## config.mk

```make
export PLATFORM = sky130hd
export DESIGN_NAME = alu_share_arbiter
export DESIGN_NICKNAME = d
export VERILOG_FILES = /design/src/rtl/alu_share_arbiter.sv
export SDC_FILE = /design/constraint.sdc
export NUM_CORES = 1
export LEC_CHECK = 0
export CAP_MARGIN = 40
export CORE_ASPECT_RATIO = 0.5
export CORE_UTILIZATION = 42
export CTS_CLUSTER_SIZE = 10
export DETAILED_ROUTE_END_ITERATION = 10
export PLACE_DENSITY = 0.87
export REMOVE_ABC_BUFFERS = 1
export SLEW_MARGIN = 5
export SYNTH_ARGS = -nofsm -noshare
export SYNTH_HDL_FRONTEND = slang
export SYNTH_SLANG_ARGS = --single-unit
```

## constraint.sdc

```tcl
create_clock -name clk -period 3.5 [get_ports clk]
set_input_delay 0.35 -clock clk [delete_from_list [all_inputs] [get_ports clk]]
set_output_delay 0.35 -clock clk [all_outputs]
set_load 0.01 [all_outputs]
```

## src/rtl/alu_share_arbiter.sv

```systemverilog
// Round-robin arbiter sharing one ALU between the execute path (port 0) and the
// address/branch helper (port 1). Optional grant locking via `ALU_ARB_LOCK_EN.
module alu_share_arbiter #(
    parameter int DATA_W = 32,
    parameter int CTRL_W = 4
) (
    input  logic              clk,
    input  logic              rst,

    input  logic              req0_valid,
    output logic              req0_ready,
    input  logic [CTRL_W-1:0] req0_ctrl,
    input  logic [DATA_W-1:0] req0_a,
    input  logic [DATA_W-1:0] req0_b,
`ifdef ALU_ARB_LOCK_EN
    input  logic              req0_lock,
`endif
    output logic              resp0_valid,
    input  logic              resp0_ready,
    output logic [DATA_W-1:0] resp0_result,
    output logic              resp0_zero,

    input  logic              req1_valid,
    output logic              req1_ready,
    input  logic [CTRL_W-1:0] req1_ctrl,
    input  logic [DATA_W-1:0] req1_a,
    input  logic [DATA_W-1:0] req1_b,
`ifdef ALU_ARB_LOCK_EN
    input  logic              req1_lock,
`endif
    output logic              resp1_valid,
    input  logic              resp1_ready,
    output logic [DATA_W-1:0] resp1_result,
    output logic              resp1_zero,

    output logic [CTRL_W-1:0] alu_ctrl,
    output logic [DATA_W-1:0] alu_a,
    output logic [DATA_W-1:0] alu_b,
    input  logic [DATA_W-1:0] alu_out,
    input  logic              alu_zero
);

    // state  | meaning
    // IDLE   | no transaction in flight; granting requests
    // EXEC   | latched operands drive the ALU; result captured at edge
    // RESP   | result held for the owner until its resp_ready
    localparam logic [1:0] S_IDLE = 2'd0;
    localparam logic [1:0] S_EXEC = 2'd1;
    localparam logic [1:0] S_RESP = 2'd2;

    logic [1:0]        state;
    logic              rr_ptr;
    logic              owner;
    logic [CTRL_W-1:0] ctrl_q;
    logic [DATA_W-1:0] a_q;
    logic [DATA_W-1:0] b_q;
    logic [DATA_W-1:0] result_q;
    logic              zero_q;

    logic              elig0;
    logic              elig1;
    logic              grant0;
    logic              grant1;
    logic              accept;
    logic              resp_accept;

`ifdef ALU_ARB_LOCK_EN
    logic              lock_held;
    logic              lock_q;
    logic              lock_in;
`endif

    always_comb begin
        elig0 = req0_valid;
        elig1 = req1_valid;
`ifdef ALU_ARB_LOCK_EN
        // While locked, only the previous owner may be granted.
        if (lock_held) begin
            if (owner) begin
                elig0 = 1'b0;
            end else begin
                elig1 = 1'b0;
            end
        end
`endif
        grant0 = elig0 && (!elig1 || !rr_ptr);
        grant1 = elig1 && (!elig0 ||  rr_ptr);
    end

    assign req0_ready = (state == S_IDLE) && grant0;
    assign req1_ready = (state == S_IDLE) && grant1;
    assign accept     = req0_ready || req1_ready;

`ifdef ALU_ARB_LOCK_EN
    assign lock_in = req1_ready ? req1_lock : req0_lock;
`endif

    assign resp_accept = (state == S_RESP) && (owner ? resp1_ready : resp0_ready);

    assign resp0_valid  = (state == S_RESP) && !owner;
    assign resp1_valid  = (state == S_RESP) &&  owner;
    assign resp0_result = result_q;
    assign resp1_result = result_q;
    assign resp0_zero   = zero_q;
    assign resp1_zero   = zero_q;

    // The ALU sees quiet inputs except while a transaction executes.
    assign alu_ctrl = (state == S_EXEC) ? ctrl_q : '0;
    assign alu_a    = (state == S_EXEC) ? a_q    : '0;
    assign alu_b    = (state == S_EXEC) ? b_q    : '0;

    always_ff @(posedge clk) begin
        if (rst) begin
            state    <= S_IDLE;
            rr_ptr   <= 1'b0;
            owner    <= 1'b0;
            ctrl_q   <= '0;
            a_q      <= '0;
            b_q      <= '0;
            result_q <= '0;
            zero_q   <= 1'b0;
`ifdef ALU_ARB_LOCK_EN
            lock_held <= 1'b0;
            lock_q    <= 1'b0;
`endif
        end else begin
            case (state)
                S_IDLE: begin
                    if (accept) begin
                        owner  <= req1_ready;
                        ctrl_q <= req1_ready ? req1_ctrl : req0_ctrl;
                        a_q    <= req1_ready ? req1_a    : req0_a;
                        b_q    <= req1_ready ? req1_b    : req0_b;
`ifdef ALU_ARB_LOCK_EN
                        lock_q <= lock_in;
`endif
                        state  <= S_EXEC;
                    end
                end
                S_EXEC: begin
                    result_q <= alu_out;
                    zero_q   <= alu_zero;
                    state    <= S_RESP;
                end
                S_RESP: begin
                    if (resp_accept) begin
                        state <= S_IDLE;
`ifdef ALU_ARB_LOCK_EN
                        lock_held <= lock_q;
                        if (!lock_q) begin
                            rr_ptr <= ~owner;
                        end
`else
                        rr_ptr <= ~owner;
`endif
                    end
                end
                default: begin
                    state <= S_IDLE;
                end
            endcase
        end
    end

endmodule

```

# Yosys cells after proc, flatten, opt, wreduce, memory -nomap -nowiden
# Cells that the tools add are included.
dict set report totals {
  regBits 105
  inputBits 175
  output_inout_bits 138
}
dict set report classes {
  eq_ne 4
  n_bitwise 1
  reduce_logical 18
  mux 10
}
# cell count
set op_table {}
lappend op_table {{$mux W32} 4}
lappend op_table {{$mux W4} 2}
lappend op_table {{$logic_and A1 B1 Y1} 7}
lappend op_table {{$pmux W2 S3} 1}
lappend op_table {{$reduce_and A2 Y1} 3}
lappend op_table {{$logic_not A1 Y1} 4}
lappend op_table {{$mux W2} 2}
lappend op_table {{$ne A2 B2 Y1 const B} 2}
lappend op_table {{$logic_or A1 B1 Y1} 3}
lappend op_table {{$eq A2 B1 Y1 const B} 1}
lappend op_table {{$eq A2 B2 Y1 const B} 1}
lappend op_table {{$logic_not A2 Y1} 1}
lappend op_table {{$mux W1} 1}
lappend op_table {{$not A1 Y1} 1}

# Depth between registers and ports, before layout
# Gate-level depths: netlist (run 1).
dict set report depth {
  depth_word 7
  mapped_depth 8
  depth_no_buf 3
}

# Worst setup path before layout (run 1)
# OpenSTA, ideal clock, no wires.
dict set report synth_path {
  path_type {input to output}
  from {input port req1_valid}
  to {output port req1_ready}
  setup_slack_ns 1.828
  t_arrival_ns 1.322
  stages 4
  n_path_buf 2
  cell_sequence {buf_2 or3b_1 clkbuf_1 nor2_1}
}
dict set report synth_via {
  elab_chain_len 2
}
# element line_no
set synth_lines {}
lappend synth_lines {{start, declared} 23} ;# input logic req1_valid,
lappend synth_lines {{$logic_and A1 B1 Y1} 87} ;# grant1 = elig1 && (!elig0 || rr_ptr);
lappend synth_lines {{$logic_and A1 B1 Y1} 91} ;# assign req1_ready = (state == S_IDLE) && grant1;
lappend synth_lines {{end, declared} 24} ;# output logic req1_ready,
# Every way passes these cells.

# Worst setup path in the final report (run 1)
dict set report layout_path {
  from {register state[0]}
  to {output port alu_a[17]}
}
dict set report layout_via {
  elab_chain_len 2
}
# element line_no
set layout_lines {}
lappend layout_lines {{start, declared} 51} ;# logic [1:0] state;
lappend layout_lines {{start signal, assigned} 114} ;# state <= S_IDLE;
lappend layout_lines {{start signal, assigned} 137} ;# state <= S_EXEC;
lappend layout_lines {{start signal, assigned} 143} ;# state <= S_RESP;
lappend layout_lines {{$eq A2 B1 Y1} 109} ;# assign alu_a = (state == S_EXEC) ? a_q : '0;
lappend layout_lines {{$mux W32} 109}
lappend layout_lines {{end, declared} 37} ;# output logic [DATA_W-1:0] alu_a,
# Every way passes these cells.

==> results of run 1 <==
flip-flops by register name, indices dropped and copies added, names as in the netlist:
register and count:
resp0_zero 1, b_q 32, state 2, resp0_result 32, rr_ptr 1, a_q 32
ctrl_q 4, owner 1
stage by stage:
step | hold WS (ps) | utilization [%]
6_report | 404 | 68.3
5_1_grt | 427 | 68.3
4_1_cts | 388 | 68.3
3_5_place_dp | 463 | 65.6
3_3_place_gp | 454 | 65.6
2_1_floorplan | 418 | -
layout make-up:
| cell class | instances | area, µm² |
|---|---|---|
| clock buffers | 10 | 229 |
| multi-input cells | 463 | 2780 |
| flip-flops and latches | 105 | 2100 |
| repair buffers | 326 | 3250 |
| clock inverters | 5 | 104 |
| well taps | 170 | 213 |
| fillers | 1006 | 4030 |
worst max path at each step:
stage,depth (start not counted),endpoint
floorplan,3,a_q[0]$_SDFFE_PP0P_
global placement,4,a_q[21]$_SDFFE_PP0P_
detailed placement,5,a_q[21]$_SDFFE_PP0P_
CTS,4,alu_a[17]
global route,4,alu_ctrl[1]
finish,4,alu_a[17]
kinds of logic after synthesis:
| logic type | after synthesis | synth area share (%) |
|---|---|---|
| AOI/OAI and AO/OA | 242 | 28.0 |
| and+or+nand+nor | 220 | 22.1 |
| buffers and inverters | 121 | 11.4 |
| DFF | 105 | 38.3 |
| muxes | 1 | 0.183 |
power by group through the flow:
stage                     combinational, mW  clock [mW]  sequential (mW)
after floorplan                       0.453           0             1.43
after global placement                 1.01           0             1.43
after detailed placement               1.03           0             1.43
after CTS                              1.04        1.15             1.41
after global routing                   1.13        1.20             1.42
final                                  1.04        1.14             1.41
cells in the final DEF (no fill, tap or decap):
cell             count
nor3b_1              1
nand2b_2             1
nor2_1               1
and2_1              68
nor2b_4              1
mux2i_1              1
o21ai_1             28
buf_4               13
buf_12               2
nor2_4               1
clkbuf_16            9
bufinv_16            3
or2_2                1
a21boi_1             1
and3_1               1
and2b_2              1
and2_2               1
clkinv_2             1
clkbuf_1             1
nand3b_1             2
o21ai_0             40
a311oi_2             9
or3b_2               1
nand4_1             68
nand2_1             68
a21oi_1            103
o21bai_1             1
and3b_1              2
buf_2                1
dfxtp_1            105
nand2b_1             1
a311oi_1            59
inv_6                1
o21ba_1              1
nor2b_1              1
clkdlybuf4s50_1    310
per-layer routing:
layer | track usage (%) | vias up
li1 | - | 2929
met1 | 33.7 | 3021
met5 | 0 | -
met4 | 12.6 | 0
met3 | 5.86 | 77
met2 | 49.0 | 344
worst max-delay path, stage by stage, from the launching register on:
cell	delay [ps]
dfxtp_1	510
nor2b_4	250
buf_4	400
and2_1	220
clkdlybuf4s50_1	550
==> results.md, run 1 <==
Run status:
- The run finished with clean final reports.

Power and ir drop:
- Net switching is 29.3% of the power.
- Summed over all cells, the static leakage comes to 2.97 nW.
- In this run, the clock network consumes 31.7% of the power.
- The cell area power density is 415 nW/µm².
- Summed over all nets, the switching power comes to 1.05 mW.
- The sequential share of power is 39.2%.
- IR analysis of the VDD net gives a maximum drop of 341 µV.
- The internal power of the cells totals 2.54 mW.
- Of the total power, combinational logic draws 29.0%.
- Total power for the finished layout comes to 3.60 mW.

Worst setup path:
- The critical path starts at state[0]$_SDFFE_PP0P_.
- STA puts the critical path data required time at 3150 ps.
- Data arrives at the worst endpoint at 2290 ps.
- Setup slack on the worst reg-to-reg path comes out at 1080 ps.
- The kind of end point of the critical path is an output pin.
- The number of cells on the worst reg-to-reg path is 4.
- The worst register-to-register path begins at state[1]$_SDFFE_PP0P_.
- The sort of element at the start of the critical path is a register.
- Along the worst path, the maximum fanout reaches 47.
- The endpoint identified for the worst register-to-register timing path is a_q[7]$_SDFFE_PP0P_.
- The critical path start-end classification is register to output pin.

Clock tree:
- Post-CTS timing repair inserted 0 buffers for setup.
- CTS placed an instance of clkbuf_16 at the clock tree root.
- CTS built an H-tree with a depth of 3.
- In this run the deepest clock path goes through 2 buffers.
- Buffers inserted during clock tree synthesis total 9.
- Gates resized during post-CTS repair numbered 0.
- TritonCTS built the clock tree.
- The post-cts hold buffer count is 0.
- The latest clock arrival within the worst-skew pair is 340 ps.
- After clock tree synthesis, the clock-pin slew on the worst setup and hold paths is 70 ps.
- The clock net in this run drives a total of 105 sinks.

Hold path:
- The type of the most critical hold path is input port to register.
- For hold timing, the worst endpoint is b_q[15]$_SDFFE_PP0P_.
- The worst hold path begins at req1_valid.
- Counting instances, the worst hold path has a depth of 3.

STA:
- Timing would allow up to 378 MHz.
- The total negative slack is 0 ps.
- Setup repair after global routing left no endpoint under its margin.
- The final max-slew violation count came to 0.
- The share of the clock period used by the worst path is 75.5%.
- The worst slew margin relative to its limit is 49.8%.
- The shortest period the worst path allows is 2640 ps.
- Setup violations remaining at the end of the flow were counted as 0.
- In the post-route analysis, the smallest setup slack over all paths is 857 ps.
- The final hold violation count was 0.
- For the final database, setup skew stands at 5.23 ps.
- At the pin with the least slew margin, the transition time is 752 ps.

Detailed routing:
- The via count normalized by instance count is 5.90.
- For this block, the via count after detailed routing is 6371.
- The routed design uses 10100 µm of met2 wire.
- After detailed routing, the wire length on met1 is 7870 µm.
- Dividing the detail-routed wire length by the instance count gives 18.8 µm.
- The number of DRC markers in iteration 0 is 718.
- After detailed routing, the met3 layer carries 1480 µm of wire.
- The final layout contains routed wiring with a total length of 20300 µm.
- For this run, the detailed router's first-pass iteration total came to 7.
- Routed signal wires occupy layers up through met4.
- Once detail routing completed, the nets flagged for antenna violations numbered 0.
- In the routed design, unresolved DRC markers number 0.

GRT:
- Summed over all layers, the global routing overflow is 0.
- The first global-routing pass estimated 29800 µm of wire.
- The global router's overall resource usage is 28.0%.
- The via count of the first global-routing pass came to 5673.
- The number of antenna violations at the first check in global routing was 0.
- The maximum number of pins on one net before global-route repair is 112.

Yosys:
- By area the synthesized netlist is led by dfxtp_1, a311oi_1, a21oi_1, and2_1, nand4_1.
- The number of synthesized register bits is 105.
- The mean instance size in the synthesized netlist is 7.96 µm².
- Summing the sequential cell areas from Yosys gives 38.3% of the chip area.
- The number of different library cells in the post-synthesis netlist is 28.
- The share of the synthesized area in the top cell type is 38.3%.
- Counting flops with a built-in enable in the synthesized netlist gives 0.
- The cell type with the largest total area after synthesis is dfxtp_1.
- In the synthesized netlist the async set-or-reset flop fraction comes to 0%.
- Yosys printed 0 warnings.
- By instance count, the leading cell after synthesis is dfxtp_1.
- After synthesis the cells add up to 5480 µm².
- The commonest cells after synthesis are dfxtp_1, a21oi_1, and2_1.
- The number of standard cells after synthesis is 689.
- The most instantiated flip-flop cell in the synthesis netlist is dfxtp_1.

Placement:
- Including well taps, the total number of placed cells is 1064.
- After detailed placement, the total cell area comes to 8340 µm².
- Detailed placement finished with a half-perimeter wire length of 13600 µm.
- Timing analysis after detailed placement gives a worst setup slack of 1170 ps.
- The congestion estimate from routability-driven global placement came to 0.835.
- The total of buffers placed on input and output ports is 312.

Finish:
- The finished layout holds 1079 standard cells, fillers aside.
- Cells with a size suffix above 1 make up 5.06% of the layout.
- The growth of design area from synthesis to finish is 58.2%.
- Once layout is done, the placed cells without fillers occupy 8670 µm².
- At the end of the flow, the number of nets in the layout was 1080.
- The number of antenna diodes in the final layout is 0.

Floorplan:
- The initialized floorplan defines 29 standard-cell rows.
- The top-level I/O count is 313.
- The height of the chip is 82.8 µm.
- The initial utilization of the core area, before any placement, comes to 43.2%.
- The area of the placeable core is 12700 µm².
- The full die area is 13500 µm².
- The floorplan step set the die width to 164 µm.

Run:
- The tool flagged a number of max-cap violations equal to 0.
(Power assumes the default switching activity.)
==> inputs of run 2 (changes only) <==
--- a/config.mk
+++ b/config.mk
@@ -7,10 +7,10 @@
 export LEC_CHECK = 0
 export CAP_MARGIN = 40
 export CORE_ASPECT_RATIO = 0.5
-export CORE_UTILIZATION = 42
+export CORE_UTILIZATION = 35
 export CTS_CLUSTER_SIZE = 10
 export DETAILED_ROUTE_END_ITERATION = 10
-export PLACE_DENSITY = 0.87
+export PLACE_DENSITY = 0.78
 export REMOVE_ABC_BUFFERS = 1
 export SLEW_MARGIN = 5
 export SYNTH_ARGS = -nofsm -noshare
==> constraint.sdc (replaced) <==
create_clock -name clk -period 2.1 [get_ports clk]
set_input_delay 0.21 -clock clk [delete_from_list [all_inputs] [get_ports clk]]
set_output_delay 0.21 -clock clk [all_outputs]
set_load 0.01 [all_outputs]
==> results.md, run 2 (same netlist as run 1, synthesis figures left out) <==
GRT:
- The first-pass GRT wire length is 31500 µm (+5.7%).
- The number of antenna violations at the first check in global routing came to 0 (unchanged).
- The maximum number of pins on one net before global-route repair came to 70 (-38%).
- The via count of the first global-routing pass was 6064 (+6.9%).
- The global-route congestion overflow total is 0 (unchanged).
- The global router's overall resource usage came to 24.3% (-3.7 points).

STA:
- The final max-slew violation count came to 0 (unchanged).
- The share of the clock period used by the worst path is 96.5%.
- The slack of the critical path is 74.5 ps (-782 ps).
- The count of final setup violators was 0 (unchanged).
- The maximum clock frequency is 494 MHz.
- The total negative slack is 0 ps (unchanged).
- The final hold violation count is 0 (unchanged).
- The worst slew margin relative to its limit is 45.9% (-3.9 points).
- The post-route clock skew is 5.99 ps (+0.758 ps).
- The measured slew at the worst slew-check pin is 811 ps (+58.9 ps).
- The worst hold slack after final layout was 322 ps (-81.6 ps).
- Subtracting the final worst setup slack from the clock period gives 2030 ps.

Clock tree:
- The root buffer cell chosen for the clock tree is clkbuf_16.
- The number of CTS-inserted buffers is 9 (unchanged).
- The latest clock arrival within the worst-skew pair came to 340 ps (about the same).
- The depth of the CTS H-tree was 3 (unchanged).
- The clock slew seen by the registers of the worst setup and hold paths is 80 ps (about the same).
- The clock net sink count is 105 (unchanged).
- The worst-case clock buffer depth is 2 (unchanged).
- TritonCTS built the clock tree.

Floorplan:
- The initial standard-cell utilization of the core is 36.9% (-6.3 points).
- The die width is 179 µm (+9.4%).
- The number of placement rows is 31 (+6.9%).
- The height of the chip is 90.5 µm (+9.3%).
- The full die area came to 16200 µm² (+20%).
- The top-level I/O count is 313 (unchanged).
- The area of the placeable core is 14900 µm² (+17%).

Finish:
- The final cell count without fillers is 1114 (+3.2%).
- The final net count is 1086 (+0.56%).
- The number of inserted filler cells in the final layout is 1333 (+33%).
- The summed area of non-filler cells in the final layout came to 8820 µm² (+1.8%).
- The library cell used most frequently in the layout, excluding fill and tap cells, is clkdlybuf4s50_1.
- The number of antenna cells inserted is 0 (unchanged).
- Relative to the synthesized area, the layout overhead comes to 61.0%.
- The share of cells above drive strength 1 is 5.90% (+0.83 points).
- The library cells used most frequently in the layout, excluding fill and tap cells, are clkdlybuf4s50_1, dfxtp_1, a21oi_1.
- The share of the core filled with cells in the final layout is 59.4% (-8.9 points).

Worst setup path:
- The kind of cell adding the most delay to the critical path is buffers and inverters.
- The critical path start-end classification is register to output pin.
- The buffering stage count on the worst path with inverters included is 2 (unchanged).
- The arrival time at the worst endpoint is 1820 ps (-470 ps).
- The cell type of the slowest stage on the worst timing path is clkdlybuf4s50_1.
- The kind of end point of the critical path is an output pin.
- The sort of element at the start of the critical path is a register.
- The maximum single-stage delay on the critical path came to 530 ps (-20 ps).
- Walking the worst path, the cells encountered are nor2b_4 -> buf_12 -> and2_1 -> clkdlybuf4s50_1.
- The worst path required time is 1890 ps (-1260 ps).
- The largest fanout on the critical path is 31 (-34%).

Detailed routing:
- The number of DRC markers in iteration 0 is 406 (-43%).
- The uppermost metal layer occupied by signal nets is met4.
- The total iterations of the first detailed-routing run is 5 (-2).
- The residual antenna-violating net count after detailed routing came to 0 (unchanged).
- The routed length on met1 is 8220 µm (+4.4%).
- The met2 layer wire length in the routed design came to 10400 µm (+3.6%).
- The via count normalized by instance count came to 5.61 (-5.0%).
- The number of vias in the routed layout is 6250 (-1.9%).
- The post-route DRC violation count is 0 (unchanged).
- The total length of routed met3 wires was 1250 µm (-16%).
- The post-detailed-routing wire length came to 20500 µm (+1.4%).
- The average detailed-routed wire length per instance is 18.4 µm (-1.8%).

Placement:
- The total of buffers placed on input and output ports is 312 (unchanged).
- The post-detailed-placement half-perimeter wirelength was 13600 µm (about the same).
- The post-placement worst setup slack is 157 ps (-1010 ps).
- The total placed instance area is 8500 µm² (+2.0%).
- The final RePlAce weighted congestion came to 0.801 (-4.0%).
- The instance count after placement with tap cells included is 1096 (+3.0%).

Power and ir drop:
- The static leakage power is 3.31 nW (+12%).
- The sequential share of power is 40.3% (+1.1 points).
- The portion of total power attributed to combinational logic is 31.2% (+2.2 points).
- The part of the power in the clock network is 28.5% (-3.2 points).
- The internal power summed over all cells is 3.96 mW (+56%).
- The maximum VDD drop is 431 µV (+26%).
- The switching power share of the total is 31.6% (+2.4 points).
- The cell area power density is 656 nW/µm² (+58%).
- The total net switching power is 1.83 mW (+74%).
- The overall power consumption came to 5.79 mW (+61%).

Run:
- The number of violations of the max-capacitance limit was 0 (unchanged).

Hold path:
- The type of the most critical hold path is input port to register.

Run status:
- The run finished with clean final reports.
[run 2: metal layers]
layer  global-route usage, %  vias up
li1                        -     2931
met1                    29.4     3014
met2                    43.0      257
met3                    3.62       48
met4                    9.18        0
met5                       0        -
[run 2: path summary, 6_finish.rpt]
check	slack, ps	cells past startpoint	end	startpoint
setup / recovery	70	4	alu_a[27]	state[1]$_SDFFE_PP0P_
hold / removal	320	2	resp0_result[25]$_SDFFE_PP0N_	rst
setup reg to reg	430	4	a_q[29]$_SDFFE_PP0P_	state[1]$_SDFFE_PP0P_
hold reg to reg	470	2	resp0_result[0]$_SDFFE_PP0N_	resp0_result[0]$_SDFFE_PP0N_
[run 2: area by class of cell]
type	count	area [µm²]	share of cell area [%]
clock inverters	6	57.6	0.652
clock buffers	10	229	2.59
repair buffers	332	3410	38.6
multi-input cells	463	2780	31.5
well taps	198	248	2.81
flip-flops and latches	105	2110	23.9
[run 2: power groups by stage]
stage                     sequential, mW  combinational [mW]  clock (mW)
after detailed placement            2.38                1.81           0
after global routing                2.36                1.95        1.76
after CTS                           2.33                1.80        1.68
after global placement              2.37                1.78           0
final                               2.33                1.81        1.65
after floorplan                     2.39               0.755           0
[run 2: what timing repair did]
item	in CTS	in global routing
resized for setup	31	11
endpoints found under the hold margin	0	0
setup buffers	0	1
hold buffers	0	0
endpoints found under the setup margin	69	39
gates cloned	0	1
[run 2: worst register-to-register path, stage by stage (launching register included)]
cell and delay [ps]:
dfxtp_4 380, or3b_2 520, buf_12 220, o21ai_0 290
a311oi_1 130
==> inputs of run 3 (changes only) <==
--- a/config.mk
+++ b/config.mk
@@ -5,9 +5,10 @@
 export SDC_FILE = /design/constraint.sdc
 export NUM_CORES = 1
 export LEC_CHECK = 0
-export CAP_MARGIN = 40
+export CAP_MARGIN = 20
 export CORE_ASPECT_RATIO = 0.5
 export CORE_UTILIZATION = 35
+export CTS_CLUSTER_DIAMETER = 150
 export CTS_CLUSTER_SIZE = 10
 export DETAILED_ROUTE_END_ITERATION = 10
 export PLACE_DENSITY = 0.78
==> results of run 3 <==
Final layout, timing and power as in run 2 (identical DEF).
